--- config.mk ---
export PLATFORM = sky130hd
export DESIGN_NAME = alu_op_sequencer
export DESIGN_NICKNAME = d
export VERILOG_FILES = /design/src/rtl/alu_op_sequencer.sv
export SDC_FILE = /design/constraint.sdc
export NUM_CORES = 1
export LEC_CHECK = 0
export CAP_MARGIN = 5
export CORE_MARGIN = 2
export CORE_UTILIZATION = 52
export DETAILED_ROUTE_END_ITERATION = 10
export GPL_ROUTABILITY_DRIVEN = 0
export PLACE_DENSITY_LB_ADDON = 0.12
export SETUP_SLACK_MARGIN = 0.4
export SLEW_MARGIN = 10
export SYNTH_ARGS = -nofsm -noshare
export SYNTH_HDL_FRONTEND = slang
export SYNTH_SLANG_ARGS = --single-unit
--- constraint.sdc ---
create_clock -name clk -period 4.6 [get_ports clk]
set_clock_uncertainty 0.15 [all_clocks]
set_input_delay 1.38 -clock clk [delete_from_list [all_inputs] [get_ports clk]]
set_output_delay 1.38 -clock clk [all_outputs]
set_load 0.05 [all_outputs]
--- src/rtl/alu_op_sequencer.sv ---
// Command FIFO + settle/capture sequencer in front of the combinational 16-bit ALU breadboard.
// Optional result chaining (previous result as operand A) is built when ALU_SEQ_CHAIN_EN is defined.
module alu_op_sequencer #(
    parameter int FIFO_DEPTH    = 4,
    parameter int SETTLE_CYCLES = 2
) (
    input  logic        clk,
    input  logic        rst,
    input  logic        CmdValid,
    output logic        CmdReady,
    input  logic [15:0] CmdA,
    input  logic [15:0] CmdB,
    input  logic [3:0]  CmdOp,
    input  logic        CmdChain,
    output logic [15:0] AluA,
    output logic [15:0] AluB,
    output logic [3:0]  AluOp,
    input  logic [31:0] AluResult,
    input  logic [1:0]  AluError,
    output logic        RspValid,
    input  logic        RspReady,
    output logic [31:0] RspResult,
    output logic [1:0]  RspError,
    output logic [3:0]  RspOp,
    output logic        Busy
);
    localparam int AW = $clog2(FIFO_DEPTH);
    localparam int CW = $clog2(SETTLE_CYCLES + 1);

    typedef enum logic [1:0] {IDLE, EXEC, RESP} state_t;

    state_t        state;
    logic [CW-1:0] cnt;
    logic [AW:0]   wr_ptr, rd_ptr;
    logic [15:0]   mem_a  [FIFO_DEPTH];
    logic [15:0]   mem_b  [FIFO_DEPTH];
    logic [3:0]    mem_op [FIFO_DEPTH];
    logic          empty, full, push, pop, capture, legal;
    logic [15:0]   next_a;
    logic [31:0]   cap_result;
    logic [1:0]    cap_error;

    // Extra pointer bit distinguishes full from empty when the index bits match.
    assign empty    = (wr_ptr == rd_ptr);
    assign full     = (wr_ptr[AW] != rd_ptr[AW]) && (wr_ptr[AW-1:0] == rd_ptr[AW-1:0]);
    assign CmdReady = !full;
    assign push     = CmdValid && !full;
    assign pop      = !empty && ((state == IDLE) || (state == RESP && RspReady));
    assign capture  = (state == EXEC) && (cnt == CW'(1));
    assign Busy     = (state != IDLE) || !empty;

    assign legal      = (AluOp >= 4'h4) && (AluOp <= 4'h8);
    assign cap_result = legal ? AluResult : 32'd0;
    assign cap_error  = legal ? AluError : 2'b11;

    always_ff @(posedge clk) begin
        if (push) begin
            mem_a[wr_ptr[AW-1:0]]  <= CmdA;
            mem_b[wr_ptr[AW-1:0]]  <= CmdB;
            mem_op[wr_ptr[AW-1:0]] <= CmdOp;
        end
    end

    always_ff @(posedge clk or posedge rst) begin
        if (rst) begin
            wr_ptr <= '0;
            rd_ptr <= '0;
        end else begin
            if (push) wr_ptr <= wr_ptr + (AW+1)'(1);
            if (pop)  rd_ptr <= rd_ptr + (AW+1)'(1);
        end
    end

`ifdef ALU_SEQ_CHAIN_EN
    logic        mem_chain [FIFO_DEPTH];
    logic [15:0] chain_val;
    logic        chain_vld;

    always_ff @(posedge clk) begin
        if (push) mem_chain[wr_ptr[AW-1:0]] <= CmdChain;
    end

    // Only error-free results are eligible to feed the next chained command.
    always_ff @(posedge clk or posedge rst) begin
        if (rst) begin
            chain_val <= '0;
            chain_vld <= 1'b0;
        end else if (capture) begin
            chain_vld <= (cap_error == 2'b00);
            if (cap_error == 2'b00) chain_val <= AluResult[15:0];
        end
    end

    assign next_a = (mem_chain[rd_ptr[AW-1:0]] && chain_vld) ? chain_val : mem_a[rd_ptr[AW-1:0]];
`else
    logic unused_chain;
    assign unused_chain = CmdChain;
    assign next_a       = mem_a[rd_ptr[AW-1:0]];
`endif

    always_ff @(posedge clk or posedge rst) begin
        if (rst) begin
            state     <= IDLE;
            cnt       <= '0;
            AluA      <= '0;
            AluB      <= '0;
            AluOp     <= '0;
            RspValid  <= 1'b0;
            RspResult <= '0;
            RspError  <= '0;
            RspOp     <= '0;
        end else begin
            case (state)
                IDLE: begin
                    if (pop) begin
                        AluA  <= next_a;
                        AluB  <= mem_b[rd_ptr[AW-1:0]];
                        AluOp <= mem_op[rd_ptr[AW-1:0]];
                        cnt   <= CW'(SETTLE_CYCLES);
                        state <= EXEC;
                    end
                end
                EXEC: begin
                    if (capture) begin
                        RspResult <= cap_result;
                        RspError  <= cap_error;
                        RspOp     <= AluOp;
                        RspValid  <= 1'b1;
                        state     <= RESP;
                    end else begin
                        cnt <= cnt - CW'(1);
                    end
                end
                RESP: begin
                    if (RspReady) begin
                        RspValid <= 1'b0;
                        if (pop) begin
                            AluA  <= next_a;
                            AluB  <= mem_b[rd_ptr[AW-1:0]];
                            AluOp <= mem_op[rd_ptr[AW-1:0]];
                            cnt   <= CW'(SETTLE_CYCLES);
                            state <= EXEC;
                        end else begin
                            state <= IDLE;
                        end
                    end
                end
                default: state <= IDLE;
            endcase
        end
    end
endmodule

### Yosys cells after proc, flatten, opt, wreduce, memory -nomap -nowiden

Memory sizes are Yosys's and may differ from the RTL's.
Cells that the tools add are included.

* add/sub/neg operators: 3
* $mul: 0
* div/mod/pow operators: 0
* $lt $le $gt $ge: 2
* eq/ne operators: 10
* shifts and indexed selects: 0
* multiplexer cells: 25
* bitwise gates (word level): 0
* reductions and logical operators: 20

Operators by type and width (number)
* 2-to-1 mux 16 bit: 4
* case mux 16 bit (2 select lines): 2
* 2-to-1 mux 32 bit: 1
* 2-to-1 mux 2 bit: 7
* case mux 2 bit (3 select lines): 2
* AND reduction 3 bit: 3
* 2-to-1 mux 4 bit: 2
* != test 2 bit (second input constant): 4
* case mux 4 bit (2 select lines): 1
* adder 3 x 1 -> 3 bit (second input constant): 2
* logical AND 1 bit: 6
* nonzero test 2 bit: 3
* 2-to-1 mux 1 bit: 5
* equality test 2 x 1 -> 1 bit (second input constant): 2
* greater-or-equal comparator 4 x 3 -> 1 bit (second input constant): 1
* less-or-equal comparator 4 bit (second input constant): 1
* AND reduction 2 bit: 2
* equality test 3 bit: 1
* nonzero test 3 bit: 1
* equality test 2 bit: 1
* equality test 2 bit (second input constant): 1
* logical NOT 1 bit: 2
* logical NOT 2 bit: 1
* logical OR 1 bit: 2
* 3 further kinds: 3

* register bits: 85
* bits in latches: 0
* bits in writable memories: 144
* bits in read-only memories: 0
* input bits: 75
* output and inout bits: 77
* word-level logic and storage cells: 74
* memories: 3

Memory list
* mem_a: words 4, width 16, rd ports 1, clocked after memory_dff 0, write ports 1, RTL line 35 `logic [15:0] mem_a [FIFO_DEPTH];`
* mem_b: words 4, width 16, rd ports 1, clocked after memory_dff 0, write ports 1, RTL line 36 `logic [15:0] mem_b [FIFO_DEPTH];`
* mem_op: words 4, width 4, rd ports 1, clocked after memory_dff 0, write ports 1, RTL line 37 `logic [3:0] mem_op [FIFO_DEPTH];`

### Depth between registers and ports, before layout

Gate-level depths: netlist (run 1).

* word-level depth: 7
* gate-level depth with buffers: 7

### Least setup slack after synthesis (run 1)

No wires, ideal clock.

* path kind: input-to-reg
* start point: input port CmdValid
* end point: memory mem_a[3][0] (enable)
* setup time: 0.398 ns
* arrival: 2.706 ns
* data required time: 4.052 ns
* setup slack: 1.345 ns
* cell stages on the path: 3
* buffers on the path: 0
* path through: inv_1 > a31oi_1 > and2_1

* word-level cells in the longest chain between the ends: 3

RTL lines
* start: declaration: RTL line 9 `input logic CmdValid,`
* logical AND 1 bit: RTL line 47 `assign push = CmdValid && !full;`
* 2-to-1 mux 1 bit: RTL line 57 `if (push) begin`
* 2-to-1 mux 1 bit (not written as such): RTL line 58 `mem_a[wr_ptr[AW-1:0]] <= CmdA;`
* end: declaration: RTL line 35

Every way passes these cells.

### Final worst setup path (run 1)

* start point: register wr_ptr[0]
* end point: output port Busy

* word-level cells in the longest chain between the ends: 3

RTL lines
* start: declaration: RTL line 34 `logic [AW:0] wr_ptr, rd_ptr;`
* start signal: assignment: RTL line 69 `if (push) wr_ptr <= wr_ptr + (AW+1)'(1);`
* equality test 3 bit: RTL line 44 `assign empty = (wr_ptr == rd_ptr);`
* logical NOT 1 bit: RTL line 50 `assign Busy = (state != IDLE) || !empty;`
* logical OR 1 bit: RTL line 50
* end: declaration: RTL line 25 `output logic Busy`

Every way passes these cells.

==> impl_metrics.json, run 1 <==
{
  "seq_power_share_pct": 37.1,
  "drc": 0,
  "critPathSlowestCell": "clkdlybuf4s50_1",
  "rsz0062_at_grt": "false",
  "cts-root-buf": "clkbuf_16",
  "post_cts_buffers": 0,
  "critPathMaxStageDelay_ns": 0.74,
  "path_class": "reg -> out",
  "rows": 47,
  "drt-total-wl_microns": 17000,
  "area_growth_pct": 28.6,
  "synth-seq-cells": 229,
  "dp_hpwl_microns": 10700,
  "r2r_cells": 4,
  "wire_per_inst_microns": 19.0,
  "synthAdderAreaFrac_pct": 0.868,
  "cts_resized": 0,
  "ys_warn_count": 0,
  "worstPathArrival_ns": 2.34,
  "path_depth": 3,
  "hold_violations": 0,
  "fp.dieW_microns": 133,
  "syn-num-nets": 569,
  "synthCells": 488,
  "synthesis.area_sq_um": 8650,
  "drive_above_1_share_pct": 18.8,
  "clk_latency_ns": 0.50,
  "switching_share_pct": 37.7,
  "utilization_pct": 67.8,
  "final_nets": 735,
  "yosys.area_share.simple_pct": 4.66,
  "max_cap_violations": 0,
  "clock-sinks": 229,
  "hold_path_class": "reg -> reg",
  "final_cell_mix": "clkdlybuf4s50_1, edfxtp_1, dfrtp_1, nand2_1, mux2_2",
  "crit_path_end_kind": "output pin",
  "grt_pass1_wl_microns": 27200,
  "vdd_drop_max_mv": 0.446,
  "grt_pass1_vias": 5131,
  "drv_slew": 0,
  "antenna_found_initial": 1,
  "cp_top_family": "buffers and inverters",
  "cts_made_buffers": 23,
  "path_clk_slew_ns": 0.06,
  "status": "complete, no violations",
  "whs_path_depth": 2,
  "powerDensity_nw_per_um2": 762,
  "crit_buf_inv": 1,
  "cts_tree": "yes",
  "finalCriticalPeriod_ns": 3.87,
  "setup_viol": 0,
  "multi_input_area_sq_um": 2050,
  "grt_max_degree": 65,
  "cts_hold_buffers": 0,
  "fmax_ghz": 0.259,
  "synth.distinct_cells": 30,
  "synth_top_family_by_area": "multiplexers",
  "coreArea_sq_um": 16400,
  "cp-start-kind": "flip-flop",
  "internal_power_mw": 5.28,
  "clock_path_buffers": 3,
  "die_h_microns": 133,
  "slew_headroom_pct": 44.5,
  "initial_core_util_pct": 52.7,
  "routed_via_density": 5.31,
  "pin_count": 152,
  "synth_compound_area_share_pct": 2.88,
  "cts_max_level": 1,
  "die_area_sq_um": 17700,
  "p_comb_share_pct": 42.9,
  "first_pass_iters": 4,
  "worst_slack_ns": 0.733,
  "crit_required_ns": 3.07,
  "antenna_left": 0,
  "yosys.area_share.xor_xnor_pct": 0.810,
  "tns_ns": 0,
  "grtUsageTotal_pct": 19.8,
  "seq_area_sq_um": 6450,
  "pre_cts_ws_ns": 0.856,
  "p_sw_mw": 3.20,
  "worst_pin_slew_ns": 0.833,
  "vias": 4728,
  "drt_iter0_drc": 208,
  "clkPwrFrac_pct": 20.0,
  "fill_cells": 1082,
  "cp_max_fo": 4,
  "whs_ns": 0.317,
  "p_leak_nw": 4.06,
  "yosysSeqAreaShare_pct": 74.6,
  "post-route-period-util_pct": 84.1,
  "synthMuxAreaShare_pct": 14.3,
  "io_buffers": 150,
  "worstPathCellList": "xnor2_1 -> nand4_1 -> clkdlybuf4s50_1",
  "syn_avg_cell_area_sq_um": 17.7,
  "grt_remaining_overflow": 0,
  "final_common_cell": "clkdlybuf4s50_1"
}
## Yosys cell counts
master	n	share of area, %
o21bai_2	1	0.13
inv_1	7	0.30
nand2_1	83	3.6
o31ai_1	1	0.087
nor3_1	1	0.058
buf_4	4	0.35
nor2b_1	1	0.072
buf_6	4	0.52
mux2i_1	1	0.12
a21oi_1	3	0.17
nand3b_1	1	0.087
clkbuf_1	11	0.48
a311oi_4	1	0.30
a21o_1	1	0.087
nand3_1	1	0.058
o21ai_0	35	2.0
xor2_1	3	0.30
nand4_1	1	0.072
dfrtp_1	85	25
nor3b_1	2	0.17
and2b_1	1	0.087
a31oi_1	1	0.072
mux2_2	37	4.8
and2_1	5	0.36
buf_2	4	0.23
nor2_1	2	0.087
mux4_2	36	9.4
xnor2_1	5	0.51
edfxtp_1	144	50
ha_1	6	0.87
## tightest hold or removal path, delay by kind of cell (launching register included)
family / cells / cell delay [ns]
AND/OR/NAND/NOR: 2 / 0.10
flip-flops: 1 / 0.34
## cell type report
cell class	instances	area share, %
multi-input cells	229	18.5
repair buffers	164	14.7
well taps	220	2.48
clock inverters	8	0.551
flip-flops and latches	229	58.0
diodes	1	0.0225
inverters	7	0.259
clock buffers	33	5.51
## stage by stage
stage	total power, mW	cell area [sq um]	std cells
after CTS	8.59	11100	890
after detailed placement	6.87	10400	849
after global routing	8.90	11100	891
final	8.47	11100	891
after floorplan	5.70	8650	488
after global placement	6.74	10400	849
## state kept, by name, summed over array words and instances, names as in the netlist, 4 cells and up
signal and cells:
RspOp 4, AluB 16, mem_op 16, mem_a 64
AluOp 4, mem_b 64, AluA 16, RspResult 32
## worst paths after layout
path,endpoint,slack [ns],startpoint
max,Busy,0.73,wr_ptr[0]
min,RspError[1],0.32,RspError[1]
max reg2reg,mem_b[1][12],1.96,wr_ptr[0]
min reg2reg,RspError[1],0.32,RspError[1]
max in group asynchronous,RspResult[5],2.30,rst
min in group asynchronous,RspResult[14],1.25,rst
## power by group through the flow
| stage | logic, mW | registers (mW) | clock network [mW] |
|---|---|---|---|
| after CTS | 3.70 | 3.15 | 1.74 |
| after floorplan | 1.55 | 4.16 | 0 |
| after global routing | 3.87 | 3.21 | 1.82 |
| after global placement | 3.60 | 3.14 | 0 |
| final | 3.63 | 3.14 | 1.70 |
| after detailed placement | 3.68 | 3.19 | 0 |
## kinds of logic (layout without fill, tap and decap cells)
family                   count (synthesis)  after routing
AND/OR/NAND/NOR                         98             98
flip-flops                             229            229
adder cells (fa/ha/maj)                  6              6
AO/OA/AOI/OAI                           43             43
multiplexers                            74             74
XOR/XNOR                                 8              8
buffers and inverters                   30            212
other                                    0              1
## routing by layer
layer | wire length [microns] | track usage [%]
met5 | 0 | 0
met4 | 345 | 5.56
met3 | 1260 | 4.67
met2 | 8660 | 34.9
met1 | 6710 | 24.7
No activity file was read; power rests on OpenSTA's default activity.
==> run 2: changes to the inputs <==
- CORE_UTILIZATION: 52 -> 47
- clock period: 4.6 -> 3.32 ns (I/O delays scaled with it)
==> impl_metrics.json, run 2 (synthesis gave the netlist of run 1 again) <==
{
  "worst_pin_slew_ns": 0.851,
  "drt-total-wl_microns": 16900,
  "final_nets": 738,
  "met3_length_microns": 1030,
  "initial_core_util_pct": 48.0,
  "crit_path_end_kind": "output pin",
  "post-route-period-util_pct": 86.2,
  "drc": 0,
  "area_growth_pct": 30.9,
  "p_sw_mw": 4.45,
  "die_area_sq_um": 19500,
  "p_leak_nw": 4.17,
  "cp_top_family": "buffers and inverters",
  "crit_buf_inv": 1,
  "dp_hpwl_microns": 10200,
  "rows": 49,
  "tns_ns": 0,
  "rsz0062_at_grt": "true",
  "powerDensity_nw_per_um2": 1060,
  "top_layer": "met4",
  "path_clk_slew_ns": 0.06,
  "clock-sinks": 229,
  "grtUsageTotal_pct": 17.8,
  "seq_power_share_pct": 36.4,
  "antennaDiodeCount": 0,
  "critPathSlowestCell": "clkdlybuf4s50_1",
  "fp.dieW_microns": 140,
  "clkPwrFrac_pct": 21.0,
  "worst_slack_ns": 0.457,
  "worstPathArrival_ns": 1.72,
  "clk_latency_ns": 0.51,
  "clock_path_buffers": 3,
  "cts_hold_buffers": 0,
  "wl_met2_microns": 8250,
  "grt_pass1_vias": 5052,
  "cts_max_level": 1,
  "die_h_microns": 140,
  "finalCriticalPeriod_ns": 2.86,
  "path_class": "reg -> out",
  "drive_above_1_share_pct": 20.0,
  "worstPathCellList": "clkdlybuf4s50_1",
  "p_comb_share_pct": 42.6,
  "setup_viol": 0,
  "first_pass_iters": 6,
  "dpl_cell_area_sq_um": 10500,
  "cts_tree": "yes",
  "routed_via_density": 5.24,
  "cts-root-buf": "clkbuf_16",
  "cp-start-kind": "flip-flop",
  "grt_max_degree": 54,
  "hold_path_class": "reg -> reg",
  "critPathMaxStageDelay_ns": 0.83,
  "drt_iter0_drc": 244,
  "slew_headroom_pct": 43.3,
  "grt_pass1_wl_microns": 27500,
  "switching_share_pct": 37.0,
  "coreArea_sq_um": 18000,
  "max_cap_violations": 0,
  "io_buffers": 150,
  "wl_met1_microns": 7330,
  "postLayoutCellArea_sq_um": 11300,
  "final_cell_mix": "clkdlybuf4s50_1, edfxtp_1, dfrtp_1, nand2_1, mux2_2",
  "drv_slew": 0,
  "internal_power_mw": 7.57,
  "hold_violations": 0,
  "antenna_found_initial": 0,
  "cp_max_fo": 2,
  "pin_count": 152,
  "grt_remaining_overflow": 0,
  "crit_required_ns": 2.17,
  "whs_ns": 0.320,
  "status": "complete, no violations",
  "cts_made_buffers": 24,
  "fmax_ghz": 0.349,
  "wire_per_inst_microns": 18.7,
  "vias": 4734,
  "antenna_left": 0,
  "vdd_drop_max_mv": 0.652,
  "pre_cts_ws_ns": 0.303
}
run 2: changes by cell type in the layout (fill, tap and decap cells not counted), sizes merged, moves of 2 or more:
cell	delta
clkdlybuf4s50	-6
clkbuf	+4
dlymetal6s2s	+2
dlygate4sd2	+2
buf	+4
run 2: repair_timing:
item / in CTS / in global routing
setup buffers: 0 / 0
gates cloned: 0 / 0
gates resized for setup: 4 / 4
endpoints found under the setup margin: 4 / 3
run 2: routing by layer:
metal | GRT usage (%) | up-vias
met5 | 0 | -
met4 | 4.84 | 0
met3 | 3.79 | 23
met2 | 29.3 | 147
met1 | 24.5 | 2412
li1 | - | 2152
run 2: cell type report:
| cell class | count | area (sq um) |
|---|---|---|
| fill | 1346 | 6700 |
| timing repair buffer | 166 | 1720 |
| clock buffer | 37 | 701 |
| sequential | 229 | 6460 |
| inverter | 7 | 30.0 |
| tap | 229 | 287 |
| clock inverter | 7 | 55.1 |
| multi-input combinational | 229 | 2080 |
run 2: power by group through the flow:
stage / clock network [mW] / logic, mW / registers, mW
2_1_floorplan: 0 / 2.15 / 5.76
3_3_place_gp: 0 / 5.09 / 4.37
3_5_place_dp: 0 / 5.17 / 4.41
4_1_cts: 2.60 / 5.19 / 4.37
5_1_grt: 2.73 / 5.46 / 4.48
6_report: 2.53 / 5.13 / 4.37
run 2: final timing paths:
kind / from / endpoint / slack [ns] / cells past startpoint
worst max register to register: rd_ptr[0] / mem_a[3][15] / 1.04 / 4
min in group asynchronous: rst / AluA[3] / 0.74 / 2
worst min register to register: RspError[1] / RspError[1] / 0.32 / 2
max in group asynchronous: rst / AluB[6] / 1.63 / 3
worst min-delay path: RspError[1] / RspError[1] / 0.32 / 2
worst max-delay path: AluA[12] / AluA[12] / 0.46 / 1
run 2: through the flow:
stage,instances,power [mW],util (%)
finish,904,12.0,62.8
global route,904,12.7,62.8
CTS,904,12.2,62.7
global placement,860,9.46,58.4
detailed placement,860,9.59,58.4
floorplan,488,7.90,-
run 2: worst min-delay path, stage by stage (launching register included):
cell and delay [ns]:
dfrtp_1 0.34, nand2_1 0.05, nand2_1 0.05
